**config.mk**
```make
export PLATFORM = sky130hd
export DESIGN_NAME = shift_seq_ctrl
export DESIGN_NICKNAME = d
export VERILOG_FILES = /design/src/rtl/shift_seq_ctrl.sv
export SDC_FILE = /design/constraint.sdc
export NUM_CORES = 1
export LEC_CHECK = 0
export ABC_AREA = 1
export CAP_MARGIN = 5
export CELL_PAD_IN_SITES_DETAIL_PLACEMENT = 0
export CELL_PAD_IN_SITES_GLOBAL_PLACEMENT = 2
export CORE_MARGIN = 3
export CORE_UTILIZATION = 29
export DETAILED_ROUTE_END_ITERATION = 12
export GPL_TIMING_DRIVEN = 0
export HOLD_SLACK_MARGIN = 0.12
export PLACE_DENSITY = 0.82
export SYNTH_ARGS = -nofsm -noshare
export SYNTH_HDL_FRONTEND = slang
export SYNTH_SLANG_ARGS = --single-unit
export TNS_END_PERCENT = 100
```
**constraint.sdc**
```tcl
create_clock -name clk -period 2.45 [get_ports clk]
set_input_delay 0.49 -clock clk [delete_from_list [all_inputs] [get_ports clk]]
set_output_delay 0.49 -clock clk [all_outputs]
set_load 0.005 [all_outputs]
```
**src/rtl/shift_seq_ctrl.sv**
```systemverilog
// Sequencer that drives one 8-bit right-shift register as a framed LSB-first
// serial transmitter: parallel word in, LOAD, SHIFT nb bits, CLEAR, inter-frame GAP.
module shift_seq_ctrl #(
    parameter int WIDTH = 8,
    parameter int GAP   = 2
) (
    input  logic                       clk,
    input  logic                       ctrl_rst,
    input  logic                       in_valid,
    input  logic [WIDTH-1:0]           in_data,
    input  logic [$clog2(WIDTH):0]     in_nbits,
    output logic                       in_ready,
    input  logic [WIDTH-1:0]           sh_q,
    output logic [WIDTH-1:0]           sh_d,
    output logic                       sh_load,
    output logic                       sh_shift,
    output logic                       sh_rst,
    output logic                       ser_valid,
    output logic                       ser_bit,
    input  logic                       ser_ready,
    output logic                       frame_done
);

    localparam int NBW = $clog2(WIDTH) + 1;
    localparam logic [NBW-1:0] NB_FULL  = NBW'(WIDTH);
    localparam logic [3:0]     GAP_LAST = (GAP > 0) ? 4'(GAP - 1) : 4'd0;

    typedef enum logic [2:0] {
        ST_IDLE  = 3'd0,
        ST_LOAD  = 3'd1,
        ST_SHIFT = 3'd2,
        ST_CLEAR = 3'd3,
        ST_GAP   = 3'd4
    } state_t;

    state_t           state_q;
    logic [NBW-1:0]   nb_q;
    logic [NBW-1:0]   bcnt_q;
    logic [3:0]       gcnt_q;
    logic [WIDTH-1:0] sh_d_q;
    logic             sh_rst_q;
    logic             in_ready_q;
    logic             sh_load_q;
    logic             ser_valid_q;
    logic             frame_done_q;
    logic [NBW-1:0]   nb_d;
    logic             unused_sh_q_s;

    // Bit count clipping: 0 and anything above WIDTH both mean a full word.
    always_comb begin
        nb_d = in_nbits;
        if ((in_nbits == {NBW{1'b0}}) || (in_nbits > NB_FULL)) begin
            nb_d = NB_FULL;
        end else begin
            nb_d = in_nbits;
        end
    end

    // Frame sequencer; outputs are registered for the state being entered.
    always_ff @(posedge clk or posedge ctrl_rst) begin
        if (ctrl_rst) begin
            state_q      <= ST_IDLE;
            nb_q         <= {NBW{1'b0}};
            bcnt_q       <= {NBW{1'b0}};
            gcnt_q       <= 4'd0;
            sh_d_q       <= {WIDTH{1'b0}};
            sh_rst_q     <= 1'b1;
            in_ready_q   <= 1'b0;
            sh_load_q    <= 1'b0;
            ser_valid_q  <= 1'b0;
            frame_done_q <= 1'b0;
        end else begin
            sh_rst_q     <= 1'b0;
            sh_load_q    <= 1'b0;
            frame_done_q <= 1'b0;
            case (state_q)
                ST_IDLE: begin
                    if (in_valid && in_ready_q) begin
                        sh_d_q     <= in_data;
                        nb_q       <= nb_d;
                        in_ready_q <= 1'b0;
                        sh_load_q  <= 1'b1;
                        state_q    <= ST_LOAD;
                    end else begin
                        in_ready_q <= 1'b1;
                    end
                end
                ST_LOAD: begin
                    bcnt_q      <= {NBW{1'b0}};
                    ser_valid_q <= 1'b1;
                    state_q     <= ST_SHIFT;
                end
                ST_SHIFT: begin
                    if (ser_ready) begin
                        bcnt_q <= bcnt_q + NBW'(1);
                        if (bcnt_q == (nb_q - NBW'(1))) begin
                            ser_valid_q  <= 1'b0;
                            sh_rst_q     <= 1'b1;
                            frame_done_q <= 1'b1;
                            state_q      <= ST_CLEAR;
                        end else begin
                            state_q <= ST_SHIFT;
                        end
                    end else begin
                        state_q <= ST_SHIFT;
                    end
                end
                ST_CLEAR: begin
                    gcnt_q <= 4'd0;
                    if (GAP > 0) begin
                        state_q <= ST_GAP;
                    end else begin
                        in_ready_q <= 1'b1;
                        state_q    <= ST_IDLE;
                    end
                end
                ST_GAP: begin
                    if (gcnt_q == GAP_LAST) begin
                        in_ready_q <= 1'b1;
                        state_q    <= ST_IDLE;
                    end else begin
                        gcnt_q <= gcnt_q + 4'd1;
                    end
                end
                default: begin
                    in_ready_q  <= 1'b0;
                    ser_valid_q <= 1'b0;
                    sh_rst_q    <= 1'b1;
                    state_q     <= ST_IDLE;
                end
            endcase
        end
    end

    // Shifting is the only Mealy path: advance exactly when the consumer takes the bit.
    assign sh_shift      = (state_q == ST_SHIFT) && ser_ready;
    assign ser_bit       = sh_q[0];
    assign unused_sh_q_s = ^sh_q[WIDTH-1:1];

    assign in_ready   = in_ready_q;
    assign sh_d       = sh_d_q;
    assign sh_load    = sh_load_q;
    assign sh_rst     = sh_rst_q;
    assign ser_valid  = ser_valid_q;
    assign frame_done = frame_done_q;

endmodule

```
=== Word-level counts from Yosys, hierarchy flattened ===
Index checks and enable logic that the tools add are counted.

* Equal/unequal tests: 11
* Multiplexer cells: 22
* Multipliers: 0
* Reductions and logical operators: 16
* Order comparisons: 1
* Add/subtract/negate cells: 3
* Shifts and indexed selects: 0
* Bitwise logic cells: 2
* Divide/modulo/power cells: 0

{| class="wikitable"
|+ Operators by type and width
! kind !! count
|-
| $pmux W4 S2 || 2
|-
| $pmux W3 S5 || 1
|-
| $mux W4 || 3
|-
| $mux W1 || 10
|-
| $ne A2 B2 Y1 const B || 5
|-
| $reduce_and A2 Y1 || 5
|-
| $mux W3 || 3
|-
| $add A4 B1 Y4 const B || 2
|-
| $eq A3 B2 Y1 const B || 2
|-
| $pmux W1 S3 || 2
|-
| $reduce_or A3 Y1 || 2
|-
| $eq A4 B1 Y1 const B || 1
|-
| $eq A4 B4 Y1 || 1
|-
| $gt A4 B4 Y1 const B || 1
|-
| $logic_not A4 Y1 || 1
|-
| $reduce_bool A2 Y1 || 2
|-
| $reduce_or A4 Y1 || 1
|-
| $sub A4 B1 Y4 const B || 1
|-
| $eq A3 B1 Y1 const B || 1
|-
| $eq A3 B3 Y1 const B || 1
|-
| $logic_not A3 Y1 || 1
|-
| $reduce_and A3 Y1 || 1
|-
| $logic_and A1 B1 Y1 || 2
|-
| $not A1 Y1 || 2
|-
| other kinds (2) || 2
|}

* Bits of input ports: 24
* Bits in read-only memories: 0
* Memory bits (writable): 0
* Flip-flop bits (word level): 28
* Output and inout bits: 15
* Latch bits: 0
* Logic and storage cells: 65
* Memories: 0

=== Logic depth before layout (Yosys ltp) ===
Gate-level depths: netlist of run 1.

* Depth in word-level cells: 5
* Gate-level depth with buffers: 12
* Mapped depth without buffers: 12

=== Least setup slack after synthesis of run 1 ===
No wires, ideal clock.

* Kind: reg-to-output
* Start: reg state_q[2]
* End: out sh_shift
* Arrival time: 0.915 ns
* Data required time: 1.960 ns
* Cell stages (with the launch flop): 6
* Path buffers: 0
* Slack: 1.045 ns
* Cell sequence: dfrtp_1 > nor2_2 > inv_2 > nor2_4 > nand2_4 > inv_2

* Cells in the longest elaborated chain, start to end: 2

{| class="wikitable"
|+ Ends and longest elaborated chain
! what !! RTL line !! RTL
|-
| start, declared || 36 || <nowiki>state_t state_q;</nowiki>
|-
| start signal, assigned || 62 || <nowiki>state_q <= ST_IDLE;</nowiki>
|-
| start signal, assigned || 83 || <nowiki>state_q <= ST_LOAD;</nowiki>
|-
| start signal, assigned || 91 || <nowiki>state_q <= ST_SHIFT;</nowiki>
|-
| $eq A3 B2 Y1 || 136 || <nowiki>assign sh_shift = (state_q == ST_SHIFT) && ser_ready;</nowiki>
|-
| $logic_and A1 B1 Y1 || 136 ||
|-
| end, declared || 16 || <nowiki>output logic sh_shift,</nowiki>
|}

Every way passes these cells.

=== Worst setup path after layout of run 1 ===
Ends and elaborated chain as after synthesis.

==> out/metrics.cfg, run 1 <==
[cells_and_area]
final_nets = 229
multi_input_area_um2 = 583
area_growth_pct = 30.2
utilization_pct = 40.3
diodes = 0
drive_gt1_share_pct = 11.5
regArea_um2 = 702
fillers = 473

[drt]
postRouteAntennaNets = 0
wl_per_cell_um = 11.3
vias = 1140
drt_iter0_drc = 28
wl_um = 2840
post_drt_via_cell_ratio = 4.52
drtPass1Iterations = 5
drc = 0

[floorplanning]
core-area_mm2 = 0.00450
die_area_mm2 = 0.00567
num_rows = 24
io_pins = 39
initial_core_util_pct = 30.9
die_h_um = 75.3
die_x_um = 75.3

[cts]
clockRootBuffer = clkbuf_8
cts.sinks = 28
clk_latency_ns = 0.27
cts_buffer_depth = 2
cts_max_level = 1
cts_setup_buffers = 0
cts-buffers-inserted = 3
cts_resized = 0
clk_pin_slew_worst_paths_ns = 0.09
ctsHoldBuffers = 0
cts_tree = built

[grt]
grt_usage_pct = 10.9
grt_pass1_vias = 1120
overflow = 0
antenna_found_initial = 0
grt_max_degree = 29
grt_pass1_wl_um = 4840

[critical_path]
crit_type = reg2out
reg2reg_slack_ns = 0.88
r2r-start = nb_q[0]$_DFFE_PP0P_
reg2reg_depth = 12
start_kind = flip-flop
r2r_end = ser_valid$_DFFE_PP0P_
arrival_ns = 1.78
critPathCaptureType = output port
path_max_fanout = 6
cp_data_required_time_ns = 1.96

[run]
drv_cap = 0

[min_path]
holdPathStages = 2
holdPathEnd = sh_d[0]$_DFFE_PP0P_
min_from = sh_d[0]$_DFFE_PP0P_
hold_path.class = reg2reg

[synthesis]
ys_warn_count = 0
synth_area_mm2 = 0.00139
synth_edf_count = 0
synth_most_common_cell = nand2_1
synth_seq_area_share_pct = 50.4
synth_top_cell_area_share_pct = 48.5
synth_top_cell_by_area = dfrtp_1
async_flop_share_pct = 100
syn_area_per_cell_um2 = 8.39
synthTopCellsByArea = dfrtp_1, nand2_1, nand3_1, inv_1, o21ai_0
synth-seq-cells = 28
synth_cell_types = 25
synth_top_cells_by_count = nand2_1, dfrtp_1, inv_1
synth_nets = 194
ys.flop_type = dfrtp_1
postSynthCellCount = 166

[sta]
finalSetupTns_ns = 0
tightest_slew_ns = 1.06
clock_skew_ns = 0.00234
slew_violations = 0
hold_ws_ns = 0.488
period_minus_slack_ns = 2.27
fin_crit_sh_pct = 92.7
setup_viol = 0
fmax_mhz = 440
max_slew_margin_pct = 29.4
rsz0062_at_grt = no
hold_violations = 0

[pwr]
powerDensity_mw_per_mm2 = 1050
p_leak_nw = 0.883
ir_drop_mv = 0.317

[place]
numPortBuffers = 30
dp_hpwl_um = 2190
gp_congestion = 0.749

[run_status]
status = finished clean

==> power by group <==
part           switching (W)  total (W)  leakage (nW)  internal [W]
combinational       0.000458   0.000859         0.491      0.000401
clock               0.000140   0.000284        0.0288      0.000144
sequential          0.000129   0.000757         0.363      0.000628
==> kinds of logic (layout without fill, tap and decap cells) <==
family | count (synthesis) | in the layout | synth area share (%)
adders and majority gates | 4 | 4 | 3.59
AOI/OAI and AO/OA | 17 | 17 | 6.47
buffers and inverters | 25 | 59 | 7.73
muxes | 1 | 1 | 0.719
DFF | 28 | 28 | 50.4
and+or+nand+nor | 91 | 91 | 31.1
==> metal layers <==
layer	global-route usage, %	share of wire [%]
met2	17.2	47
met4	3.50	0.21
met3	2.90	6.0
met1	14.7	47
met5	0	0
==> flip-flops by register name, summed over array words and instances (netlist names) <==
name,flops
sh_rst,1
sh_load,1
gcnt_q,4
bcnt_q,4
ser_valid,1
state_q,3
nb_q,4
sh_d,8
frame_done,1
in_ready,1
==> how the worst max path moves through the flow <==
stage	endpoint	start
finish	sh_shift	state_q[2]$_DFFE_PP0P_
CTS	sh_shift	state_q[2]$_DFFE_PP0P_
global placement	sh_shift	ser_ready
floorplan	sh_shift	state_q[2]$_DFFE_PP0P_
detailed placement	sh_shift	ser_ready
global route	sh_shift	state_q[2]$_DFFE_PP0P_
==> cell usage in the layout, fill, tap and decap left out, types with 2 or more instances in the layout <==
| cell | instances |
|---|---|
| a21oi_1 | 2 |
| o21ai_1 | 2 |
| inv_2 | 4 |
| nand2_4 | 2 |
| nand3_1 | 14 |
| clkdlybuf4s50_1 | 30 |
| clkbuf_8 | 4 |
| nor2_1 | 9 |
| o21ai_0 | 11 |
| nor2_4 | 2 |
| nand2_1 | 51 |
| ha_1 | 4 |
| dfrtp_1 | 27 |
| nor2_2 | 3 |
| inv_1 | 18 |
| nor3_1 | 6 |
==> critical path, cell delays in order, from the launching register on <==
cell             delay [ns]
dfrtp_1                0.47
nor2_2                 0.14
inv_2                  0.07
nor2_4                 0.16
nand2_4                0.09
inv_2                  0.08
clkdlybuf4s50_1        0.50
==> final cells by class <==
type,instances,area share [%]
Tap cell,52,3.59
Clock buffer,4,3.04
Timing Repair Buffer,30,16.6
Buffer,2,1.04
Inverter,23,4.90
Sequential cell,28,38.7
Multi-Input combinational cell,113,32.2
==> stage by stage <==
stage | cell area (µm²) | power, W | cells | setup slack [ns]
3_3_place_gp | 1760 | 0.00161 | 248 | 0.262
5_1_grt | 1810 | 0.00208 | 252 | 0.0302
3_5_place_dp | 1760 | 0.00164 | 248 | 0.272
2_1_floorplan | 1390 | 0.00129 | 166 | 1.05
4_1_cts | 1810 | 0.00193 | 252 | 0.153
6_report | 1810 | 0.00190 | 252 | 0.179
(Power assumes the default switching activity.)
==> run 2, diff against run 1 <==
--- a/config.mk
+++ b/config.mk
@@ -14,7 +14,7 @@
 export DETAILED_ROUTE_END_ITERATION = 12
 export GPL_TIMING_DRIVEN = 0
 export HOLD_SLACK_MARGIN = 0.12
-export PLACE_DENSITY = 0.82
+export PLACE_DENSITY_LB_ADDON = 0.1
 export SYNTH_ARGS = -nofsm -noshare
 export SYNTH_HDL_FRONTEND = slang
 export SYNTH_SLANG_ARGS = --single-unit
==> out/metrics.cfg, run 2 (synthesized netlist as in run 1, its figures left out) <==
[drt]
wl_um = 2980  ; was 2840 µm
drt_iter0_drc = 43  ; was 28
drtPass1Iterations = 4  ; was 5
drc = 0  ; unchanged
wl_per_cell_um = 11.8  ; was 11.3 µm
vias = 1153  ; was 1140
post_drt_via_cell_ratio = 4.58  ; was 4.52
postRouteAntennaNets = 0  ; unchanged

[place]
gp_congestion = 0.753  ; was 0.749
placedCellCount = 248  ; unchanged
numPortBuffers = 30  ; unchanged
preCtsSetupSlack_ns = 0.259  ; was 0.272 ns
dp_hpwl_um = 2260  ; was 2190 µm

[cells_and_area]
drive_gt1_share_pct = 11.5  ; unchanged
area_growth_pct = 31.4  ; was 30.2%
largest_reg_flops = 8  ; unchanged
layout_commonest_cell = nand2_1  ; unchanged
diodes = 0  ; unchanged
final_cell_mix = nand2_1, clkdlybuf4s50_1, dfrtp_1  ; unchanged
instances_no_fill = 252  ; unchanged
final_nets = 229  ; unchanged

[cts]
cts_max_level = 1  ; unchanged
cts_tree = built  ; unchanged
clockRootBuffer = clkbuf_8  ; unchanged
cts_setup_buffers = 0  ; unchanged
clk_pin_slew_worst_paths_ns = 0.10  ; was 0.09 ns
clk_latency_ns = 0.27  ; about the same
cts_resized = 0  ; unchanged
cts_buffer_depth = 2  ; unchanged
cts-buffers-inserted = 3  ; unchanged
ctsHoldBuffers = 0  ; unchanged
cts.sinks = 28  ; unchanged

[min_path]
min_from = ser_valid$_DFFE_PP0P_  ; was sh_d[0]$_DFFE_PP0P_
hold_path.class = reg2reg  ; unchanged

[pwr]
p_leak_nw = 0.890  ; was 0.883 nW
power_frac_seq_pct = 38.5  ; was 39.8%
combPwrFrac_pct = 43.3  ; was 45.2%
netSwitchingFraction_pct = 37.4  ; was 38.3%
powerDensity_mw_per_mm2 = 1090  ; was 1050 mW/mm²
power_w = 0.00199  ; was 0.00190 W
p_int_w = 0.00125  ; was 0.00117 W
clkPwrFrac_pct = 18.3  ; was 14.9%
ir_drop_mv = 0.354  ; was 0.317 mV
power.switching_w = 0.000746  ; was 0.000728 W

[sta]
hold_ws_ns = 0.487  ; was 0.488 ns
tightest_slew_ns = 1.08  ; was 1.06 ns
max_slew_margin_pct = 28.0  ; was 29.4%
fmax_mhz = 435  ; was 440 MHz
finalSetupTns_ns = 0  ; unchanged
setup_ws_ns = 0.149  ; was 0.179 ns
fin_crit_sh_pct = 93.9  ; was 92.7%
hold_violations = 0  ; unchanged
setup_viol = 0  ; unchanged
rsz0062_at_grt = no  ; unchanged
clock_skew_ns = 0.00292  ; was 0.00234 ns
period_minus_slack_ns = 2.30  ; was 2.27 ns
slew_violations = 0  ; unchanged

[critical_path]
crit_buf_inv = 3  ; unchanged
cp_data_required_time_ns = 1.96  ; about the same
critPathLaunch = state_q[2]$_DFFE_PP0P_  ; unchanged
r2r-start = nb_q[0]$_DFFE_PP0P_  ; unchanged
arrival_ns = 1.81  ; was 1.78 ns
cp_common_cell = inv_2  ; unchanged
start_kind = flip-flop  ; unchanged
max_stage_delay_ns = 0.50  ; about the same
critPathCaptureType = output port  ; unchanged
crit_chain = nor2_2 -> inv_2 -> nor2_4 -> nand2_4 -> inv_2 -> clkdlybuf4s50_1  ; unchanged
critPathTopFamily = buffers and inverters  ; unchanged
path_max_fanout = 6  ; unchanged
crit_type = reg2out  ; unchanged
slowest_stage = clkdlybuf4s50_1  ; unchanged

[run_status]
status = finished clean  ; unchanged

[grt]
grt_pass1_vias = 1127  ; was 1120
antenna_found_initial = 0  ; unchanged
grt_max_degree = 29  ; unchanged
grt_pass1_wl_um = 5050  ; was 4840 µm
overflow = 0  ; unchanged
grt_usage_pct = 11.6  ; was 10.9%

[floorplanning]
core-area_mm2 = 0.00450  ; unchanged
die_x_um = 75.3  ; unchanged
initial_core_util_pct = 30.9  ; unchanged
die_h_um = 75.3  ; unchanged
die_area_mm2 = 0.00567  ; unchanged
num_rows = 24  ; unchanged
io_pins = 39  ; unchanged

[run]
drv_cap = 0  ; unchanged

[run 2: changes by cell type in the layout (fill, tap and decap cells not counted)]
cell / delta
bufinv_16: +1
clkbuf_8: -1
[run 2: power groups by stage]
stage | registers, W | clock network, W | logic (W)
final | 0.000767 | 0.000364 | 0.000863
after global routing | 0.000792 | 0.000399 | 0.000993
after CTS | 0.000769 | 0.000386 | 0.000879
after detailed placement | 0.000777 | 0 | 0.000872
after global placement | 0.000766 | 0 | 0.000855
after floorplan | 0.000752 | 0 | 0.000540
[run 2: path summary, 6_finish.rpt]
check	slack [ns]	endpoint	cells after the start
worst max-delay path	0.15	sh_shift	6
worst min-delay path	0.49	ser_valid$_DFFE_PP0P_	2
worst max register to register	0.84	ser_valid$_DFFE_PP0P_	12
min in group asynchronous	0.78	gcnt_q[1]$_DFFE_PP0P_	2
max in group asynchronous	1.03	bcnt_q[2]$_DFFE_PP0P_	2
worst min register to register	0.49	ser_valid$_DFFE_PP0P_	2
[run 2: area by class of cell]
class	instances	area [µm²]
tap	52	65.1
buffer	2	18.8
clock inverter	1	30.0
clock buffer	3	41.3
inverter	23	88.8
sequential	28	702
fill	478	2680
timing repair buffer	30	300
multi-input combinational	113	583
[run 2: stage by stage]
step	instance area (µm²)	utilization, %
global route	1830	40.6
floorplan	1390	-
global placement	1760	39.0
detailed placement	1760	39.0
finish	1830	40.6
CTS	1830	40.6
[run 2: metal layers]
layer | GRT usage [%] | vias to the layer above | part of all wire (%)
met4 | 4.66 | 0 | 0.77
met5 | 0 | - | 0
li1 | - | 593 | -
met1 | 16.2 | 537 | 48
met2 | 18.0 | 21 | 48
met3 | 1.98 | 2 | 3.1
[run 2: worst min-delay path, cell delays in order, from the launching register on]
cell and delay [ns]:
dfrtp_1 0.36, nand2_1 0.06, nand2_1 0.04
